## src/rtl/card_shoe.sv

```systemverilog
// Card source for the blackjack controller: deals pseudo-random cards from one
// tracked 52-card deck without replacement, reshuffling when low or on request.
module card_shoe #(
  parameter int RESHUFFLE_AT = 0,
  parameter int ACE_VALUE    = 11
) (
  input  logic       clk_i,
  input  logic       reset_i,
  input  logic [4:0] seed_i,
  input  logic       load_seed_i,
  input  logic       draw_req_i,
  input  logic       shuffle_req_i,
  output logic [4:0] card_out_o,
  output logic       card_valid_o,
  output logic       busy_o,
  output logic [5:0] cards_left_o,
  output logic       shuffled_o
);

  typedef enum logic [1:0] {IDLE, SHUFFLE, DRAW, EMIT} state_t;

  state_t     state_q;
  logic       pending_q;
  logic [4:0] lfsr_q;
  logic [4:0] lfsr_d;
  logic [4:0] card_out_q;
  logic [4:0] card_d;
  logic       card_valid_q;
  logic       shuffled_q;
  logic [5:0] cards_left_q;
  logic [2:0] cnt_q [13];
  logic [3:0] rank;
  logic       accept;
  logic       low_deck;

  always_comb begin
    rank     = lfsr_q[3:0];
    lfsr_d   = {lfsr_q[3:0], lfsr_q[4] ^ lfsr_q[2]};
    accept   = 1'b0;
    if (rank <= 4'd12) accept = (cnt_q[rank] != 3'd0);
    low_deck = (cards_left_q <= 6'(RESHUFFLE_AT));
    // Ranks 9..12 are 10/J/Q/K: same value, separate counters.
    card_d = 5'd10;
    if (rank == 4'd0)      card_d = 5'(ACE_VALUE);
    else if (rank <= 4'd8) card_d = {1'b0, rank} + 5'd1;
  end

  always_ff @(posedge clk_i or posedge reset_i) begin
    if (reset_i) begin
      state_q      <= IDLE;
      pending_q    <= 1'b0;
      lfsr_q       <= 5'b00001;
      card_out_q   <= 5'd0;
      card_valid_q <= 1'b0;
      shuffled_q   <= 1'b0;
      cards_left_q <= 6'd52;
      for (int i = 0; i < 13; i++) cnt_q[i] <= 3'd4;
    end else begin
      card_valid_q <= 1'b0;
      shuffled_q   <= 1'b0;
      case (state_q)
        IDLE: begin
          // Seed lands on this edge so a same-cycle draw starts from it.
          if (load_seed_i) lfsr_q <= (seed_i == 5'd0) ? 5'b00001 : seed_i;
          if (shuffle_req_i) begin
            pending_q <= 1'b0;
            state_q   <= SHUFFLE;
          end else if (draw_req_i) begin
            pending_q <= low_deck;
            state_q   <= low_deck ? SHUFFLE : DRAW;
          end
        end
        SHUFFLE: begin
          for (int i = 0; i < 13; i++) cnt_q[i] <= 3'd4;
          cards_left_q <= 6'd52;
          shuffled_q   <= 1'b1;
          pending_q    <= 1'b0;
          state_q      <= pending_q ? DRAW : IDLE;
        end
        DRAW: begin
          lfsr_q <= lfsr_d;
          if (accept) begin
            cnt_q[rank]  <= cnt_q[rank] - 3'd1;
            cards_left_q <= cards_left_q - 6'd1;
            card_out_q   <= card_d;
            state_q      <= EMIT;
          end
        end
        EMIT: begin
          card_valid_q <= 1'b1;
          state_q      <= IDLE;
        end
        default: state_q <= IDLE;
      endcase
    end
  end

  assign card_out_o   = card_out_q;
  assign card_valid_o = card_valid_q;
  assign busy_o       = (state_q != IDLE);
  assign cards_left_o = cards_left_q;
  assign shuffled_o   = shuffled_q;

endmodule

```

## config.mk

```make
export PLATFORM = sky130hd
export DESIGN_NAME = card_shoe
export DESIGN_NICKNAME = d
export VERILOG_FILES = /design/src/rtl/card_shoe.sv
export SDC_FILE = /design/constraint.sdc
export NUM_CORES = 1
export LEC_CHECK = 0
export CAP_MARGIN = 25
export CORE_ASPECT_RATIO = 0.6
export CORE_MARGIN = 1.5
export CORE_UTILIZATION = 55
export DETAILED_ROUTE_END_ITERATION = 10
export PLACE_DENSITY = 0.77
export SLEW_MARGIN = 25
export SYNTH_ARGS = -nofsm -noshare
export SYNTH_HDL_FRONTEND = slang
export SYNTH_SLANG_ARGS = --single-unit
```

## constraint.sdc

```tcl
create_clock -name clk_i -period 5.6 [get_ports clk_i]
set_clock_uncertainty 0.05 [all_clocks]
set_input_delay 0.56 -clock clk_i [delete_from_list [all_inputs] [get_ports clk_i]]
set_output_delay 0.56 -clock clk_i [all_outputs]
set_load 0.02 [all_outputs]
```

**Yosys cells after proc, flatten, opt, wreduce, memory -nomap -nowiden**

Index checks and enable logic that the tools add are counted.

- Output and inout port bits: 14
- Input bits: 10
- Logic and storage cells: 77
- Flip-flop bits (word level): 60

- Reductions and logical operators: 14
- Order comparisons: 5
- Muxes and demuxes: 27
- Bitwise gates (word level): 2
- Equality and inequality tests: 6
- Add/sub/neg operators: 3

Operators by type and width:

| kind | number |
|---|---|
| $pmux W39 S2 | 1 |
| $bwmux W39 | 1 |
| $mux W39 | 1 |
| $mux W5 | 4 |
| $bmux W3 S4 | 1 |
| $demux W3 S4 | 1 |
| $pmux W6 S2 | 1 |
| $mux W2 | 5 |
| $pmux W5 S2 | 1 |
| $reduce_and A2 Y1 | 5 |
| $mux W3 | 3 |
| $le A4 B4 Y1 const B | 2 |
| $pmux W2 S4 | 1 |
| $reduce_bool A2 Y1 | 4 |
| $le A6 B1 Y1 const B | 1 |
| $mux W6 | 1 |
| $sub A6 B1 Y6 const B | 1 |
| $add A4 B1 Y5 const B | 1 |
| $ge A5 B5 Y1 const B | 1 |
| $logic_not A5 Y1 | 1 |
| $lt A5 B1 Y1 const B | 1 |
| $mux W1 | 5 |
| $not A4 Y5 | 1 |
| $eq A2 B2 Y1 const B | 2 |
| other kinds (10) | 11 |

**Logic depth before layout (Yosys ltp)**

- Depth after elaboration: 8
- Depth in mapped cells: 12
- Gate-level depth less buffers: 8

**Worst setup path after synthesis**

Ideal clock, no wire load.

- Path type: reg2reg
- Start point: reg lfsr_q[0]
- End point: reg cnt_q[17] in the netlist's numbering
- Data required time: 5.465 ns
- Stages on the path, launching flop included: 11
- Clock period less this slack: 2.837 ns
- Setup slack: 2.763 ns
- Path buffers: 2
- Arrival: 2.702 ns
- Setup time: 0.085 ns
- Cells stage by stage: dfstp_2 -> buf_6 -> mux4_2 -> and2_4 -> nor4_4 -> ha_1 -> ha_1 -> nor4b_2 -> buf_2 -> a31oi_1 -> mux2_1

- Longest elaborated chain between the ends: 8
- Elaborated cells on any way between the ends: 18
- Classes of those cells: 1 x add/sub; 3 x order compare; 1 x eq/ne; 9 x mux; 1 x bitwise; 3 x reduce/logical

Ends and longest elaborated chain:

| what | RTL line | text |
|---|---|---|
| start: declaration | 24 | `logic [4:0] lfsr_q;` |
| start signal: assignment | 64 | `if (load_seed_i) lfsr_q <= (seed_i == 5'd0) ? 5'b00001 : seed_i;` |
| start signal: assignment | 81 | `lfsr_q <= lfsr_d;` |
| $not A4 Y5 (implied by the code) | 40, 83 |  |
| $bmux W3 S4, or another cell as far along | 40, 83 |  |
| $mux W3 (implied by the code) / $logic_and A1 B1 Y1 (equally long branches) | 40, 83 |  |
| $mux W3 (on tied branches) | 40, 83 |  |
| $sub A3 B1 Y3, or another cell as far along | 83 | `cnt_q[rank] <= cnt_q[rank] - 3'd1;` |
| $bwmux W39 / $mux W1 (equally long branches) | 83, 40 |  |
| $mux W39 / $ne A2 B2 Y1 (equally long branches) | -- |  |
| $pmux W39 S2 / $reduce_and A2 Y1 (equally long branches) | -- |  |
| end signal: indexed assignment | 83 |  |
| end: declaration | 31 | `logic [2:0] cnt_q [13];` |

Several ways; a longest one is shown, not always the timed one. The select of a mux whose other input is x is not followed.
A chain may end at the register's enable or synchronous reset.

**Worst setup path after layout**

- Start point: reg lfsr_q[1]
- End point: reg cnt_q[32] in the netlist's numbering

Same word-level chain as after synthesis.

==> results.json <==
{
  "grt_max_degree": 61,
  "grt_pass1_wl_um": 12700,
  "drtAntennaViolNets": 0,
  "ys.flop_type": "dfrtp_1",
  "drt_iter0_markers": 259,
  "yosys_warnings": 0,
  "synthCells": 305,
  "crit_start": "lfsr_q[1]",
  "postSynthAreaPerCell_um2": 10.8,
  "status": "finished clean",
  "drc": 0,
  "clock_sinks": 60,
  "synthArstFlopShare_pct": 100,
  "dr.pass1.iters": 5,
  "tightest_slew_ps": 968,
  "cp.arrival_ps": 3880,
  "grt_pass1_vias": 2362,
  "synth_fp_nets": 323,
  "ys_ff_latch": 60,
  "drive_gt1_share_pct": 16.0,
  "num_vias": 2506,
  "setup_viol": 0,
  "timing.final.crit_share_pct": 65.6,
  "synth.cell_area_um2": 3290,
  "power.density_nw_per_um2": 607,
  "routed_via_density": 6.19,
  "grt_overflow": 0,
  "post_cts_buffers": 0,
  "final_core_util_pct": 66.3,
  "clkTransAtPathRegs_ps": 70,
  "p_leak_nw": 1.76,
  "period_minus_slack_ps": 3680,
  "ff2ff_setup_slack_ps": 1920,
  "nNetsFinal": 338,
  "max-vdd-ir-drop_uv": 350,
  "cts.repair.resized": 0,
  "gp_congestion": 0.926,
  "slew_headroom_pct": 35.3,
  "hold_viol": 0,
  "grt_antenna_before_repair": 0,
  "synth_seq_area_share_pct": 46.3,
  "cts_buffers": 9,
  "htree_num_levels": 3,
  "crit_type": "reg -> reg",
  "routed_wl_um": 7570,
  "cp-start-kind": "flop",
  "num_antenna_cells": 0,
  "endpoint": "cnt_q[32]",
  "core_um2": 5680,
  "worstRegToRegCells": 8,
  "start_util_pct": 57.9,
  "die_h_um": 62.9,
  "synth_edf_count": 0,
  "drv_slew": 0,
  "rsz0062_at_grt": "false",
  "fin_tns_setup_ps": 0,
  "r2r-end": "cnt_q[32]",
  "die_w_um": 103,
  "grtUsageTotal_pct": 27.0,
  "holdBufCountCts": 0,
  "synth.distinct_cells": 49,
  "wl_per_cell_um": 18.7,
  "port_buffers": 23,
  "cts_tree": "yes",
  "dp_hpwl_um": 5400,
  "fill_cells": 476,
  "cts_root_buf": "clkbuf_8",
  "cp-end-kind": "flop",
  "rows": 21,
  "drv_cap": 0,
  "max_freq_mhz": 272,
  "crit_required_ps": 5810,
  "die_area_um2": 6460,
  "clk_latency_ps": 350,
  "ios": 24,
  "worstHoldPathType": "reg -> reg",
  "r2r_start": "lfsr_q[1]",
  "clk_path_buf_depth": 2,
  "worst-path-max-fanout": 18,
  "syn2layout_area_growth_pct": 14.5
}
-- final cells by class --
cell class / instances / area, µm² / share of cell area, %
clock buffer: 11 / 131 / 3.49
clock inverter: 5 / 100 / 2.66
inverter: 11 / 41.3 / 1.10
multi-input combinational: 212 / 1620 / 42.9
sequential: 60 / 1520 / 40.4
tap: 80 / 100 / 2.66
timing repair buffer: 26 / 253 / 6.71
-- power by group --
| group | switching [mW] | internal (mW) |
|---|---|---|
| sequential | 0.213 | 0.605 |
| combinational | 0.564 | 0.439 |
| clock | 0.169 | 0.294 |
-- metal layers --
layer	vias up	global-route usage, %	share of wire, %
met4	0	11.1	2.0
met2	133	31.5	40
met3	18	11.3	11
li1	1133	-	-
met1	1222	41.9	47
met5	-	5.98	0
-- cell families after synthesis --
logic type	count (synthesis)	share of synthesized area, %
simple gates	94	15.6
flops	60	46.3
compound gates	55	10.8
mux	52	18.8
buf+inv	33	4.49
fa+ha+maj	8	3.05
xor+xnor	3	0.800
-- worst min-delay path by stage --
stage	from	endpoint	slack (ps)	depth (start not counted)
6_report	card_out_o[4]	card_out_o[4]	430	1
5_1_grt	card_out_o[4]	card_out_o[4]	470	1
4_1_cts	card_out_o[4]	card_out_o[4]	440	1
3_5_place_dp	card_out_o[4]	card_out_o[4]	430	1
3_3_place_gp	card_out_o[4]	card_out_o[4]	420	1
2_1_floorplan	pending_q	pending_q	410	2
-- layout by cell type (no fill, tap or decap), types with 2 or more instances in the layout --
master / n
dfrtp_1: 43
xnor2_1: 3
ha_1: 8
nand3_1: 13
clkinv_2: 2
a2bb2oi_1: 4
and2b_1: 2
mux2_1: 6
nor2_1: 15
a31oi_1: 17
a311oi_1: 2
nand2_1: 31
a22o_1: 3
a22oi_1: 3
nor4_1: 2
clkdlybuf4s50_1: 23
and2_4: 3
dfstp_2: 17
mux2i_1: 39
buf_4: 3
nor3_1: 3
bufinv_16: 3
clkbuf_8: 9
mux4_2: 6
nand2b_1: 2
o21ai_1: 10
a21oi_1: 7
nand4_1: 2
clkbuf_1: 2
o21ai_0: 3
and4_1: 2
nor2b_1: 5
inv_2: 5
inv_1: 5
and2_1: 5
-- cells in the mapped netlist (all sizes together) (2+ instances only) --
master,count,area [µm²]
a21oi,7,35.0
a22o,3,26.3
a22oi,3,22.5
a2bb2oi,4,35.0
a311oi,2,17.5
a31oi,17,106
and2,8,57.6
and2b,2,15.0
and4,2,17.5
buf,14,76.3
clkbuf,8,30.0
dfrtp,43,1080
dfstp,17,447
ha,8,100
inv,10,37.5
mux2,6,67.6
mux2i,39,390
mux4,7,161
nand2,31,116
nand2b,2,12.5
nand3,13,65.1
nand4,2,12.5
nor2,15,56.3
nor2b,5,31.3
nor3,3,15.0
nor3b,2,20.0
nor4,3,33.8
o21ai,13,65.1
xnor2,3,26.3
-- stage by stage --
stage	instances	area (µm²)	total power [mW]	worst slack, ps	hold slack, ps
5_1_grt	405	3760	2.43	1730	466
3_3_place_gp	389	3530	1.78	2150	418
3_5_place_dp	389	3530	1.81	2010	427
4_1_cts	405	3760	2.28	2010	441
2_1_floorplan	305	3290	1.53	2760	406
6_report	405	3760	2.28	1920	434
-- critical path, cell delays in order (launching register included) --
cell and delay [ps]:
dfrtp_1 890, mux4_2 360, a2bb2oi_1 220, a21oi_1 100, ha_1 190, ha_1 260
nor4b_2 850, nand3_1 340, mux2i_1 300
-- flip-flops by register name, indices dropped and copies added (netlist names) --
| signal | flops |
|---|---|
| cnt_q | 39 |
| cards_left_o | 6 |
| card_out_o | 5 |
| lfsr_q | 5 |
| state_q | 2 |
| card_valid_o | 1 |
| pending_q | 1 |
| shuffled_o | 1 |
Note: power is estimated with default switching activity, not from simulation.
==> RTL edit: new RTL, same flow settings <==
Encoding of `state_t`: now one-hot (4 bits for 4 states).
--- a/src/rtl/card_shoe.sv
+++ b/src/rtl/card_shoe.sv
@@ -18,5 +18,5 @@
 );
 
-  typedef enum logic [1:0] {IDLE, SHUFFLE, DRAW, EMIT} state_t;
+  typedef enum logic [3:0] {IDLE = 4'b0001, SHUFFLE = 4'b0010, DRAW = 4'b0100, EMIT = 4'b1000} state_t;
 
   state_t     state_q;
Check against the original RTL: same outputs for any inputs over 4 cycles, from zero or initial values and one cycle with reset_i high; so few cycles prove little.
==> RTL edit against the unedited design <==
  * Count of clock-buffer cells in the layout grew 1
  * Critical path depth up 2
  * Combinational power decreased by 18%
  * Power shrank 14%
  * Sequential share of layout area up 1.3 points
  * Routed wire length grew 11%
  * Design area is essentially flat
  * Largest cell class unchanged
  * Final cell count increased by 4.2%
  * Worst setup slack lost 0.085 ns
  * Sequential cell count is 2 higher
  * Synthesized area rose by 2.3%
  * Non-clock buffer count decreased by 2
==> RTL edit: results <==
export IMPL_num_nets_final=355
export IMPL_synth_fa_ha_area_frac=0.03274
export IMPL_ir_drop_mv=0.3529
export IMPL_globalRouteTotalUtil=0.2797
export IMPL_rr_startpoint="lfsr_q[0]"
export IMPL_tightest_slew_ns=0.9188
export IMPL_nonClkBufAreaFrac=0.06310
export IMPL_status="finished, final reports clean"
export IMPL_worstPathArrival_ns=3.94
export IMPL_seq_cells=62
export IMPL_vias_per_cell=6.455
export IMPL_post_route_cells_drive_above_1_share=0.1404
export IMPL_synth_fp_nets=341
export IMPL_grt_max_degree=63
export IMPL_multi_input_gates=229
export IMPL_grt_pass1_vias=2614
export IMPL_synthXorXnorAreaFrac=0.007812
export IMPL_yosysSeqAreaShare=0.4680
export IMPL_cpLargestDelayFamily="compound AO/OA/AOI/OAI gates"
export IMPL_clk_share=0.05115
export IMPL_p_seq_mw=0.760
export IMPL_num_nonclk_buffers=24
export IMPL_hpwl_um=5740
export IMPL_met2_usage=0.3659
export IMPL_drt_initial_drc_count=261
export IMPL_synth_cell_types=53
export IMPL_crit_start="lfsr_q[0]"
export IMPL_wl_um=8373
export IMPL_synth_compound_area_frac=0.1908
export IMPL_wl_met2_um=3425
export IMPL_cp_max_fo=31
export IMPL_max_stage_delay_ns=0.85
export IMPL_n_clock_buffer=12
export IMPL_clock_power_mw=0.393
export IMPL_drt_met1_wl_um=4161
export IMPL_switching_share=0.4276
export IMPL_synth_commonest_cells="dfrtp_1 (44), o21ai_0 (44), nor2_1 (28), nand2_1 (26), dfstp_2 (18)"
[RTL edit: worst min-delay path, delay by kind of cell (launching register included)]
kind               cells  cell delay (ns)
and+or+nand+nor        1             0.04
DFF                    1             0.34
AOI/OAI and AO/OA      1             0.06
[RTL edit: worst paths after layout]
kind	endpoint	cells after the start	slack (ns)
worst max register to register	cnt_q[37]	10	1.84
worst max-delay path	cnt_q[37]	10	1.84
min in group asynchronous	pending_q	3	0.70
worst min-delay path	card_out_o[0]	2	0.43
worst min register to register	card_out_o[0]	2	0.43
max in group asynchronous	cnt_q[9]	3	4.29
[RTL edit: per-stage QoR]
stage                     area [um2]  total power [mW]  cells  hold slack, ns  setup slack, ns
after floorplan                 3363             1.337    323          0.3709            2.557
after global placement          3575             1.537    406          0.3982            2.053
after detailed placement        3575             1.564    406          0.4264            1.918
after CTS                       3767             1.962    422          0.4424            1.884
after global routing            3767             2.093    422          0.4621            1.628
final                           3767             1.969    422          0.4334            1.839
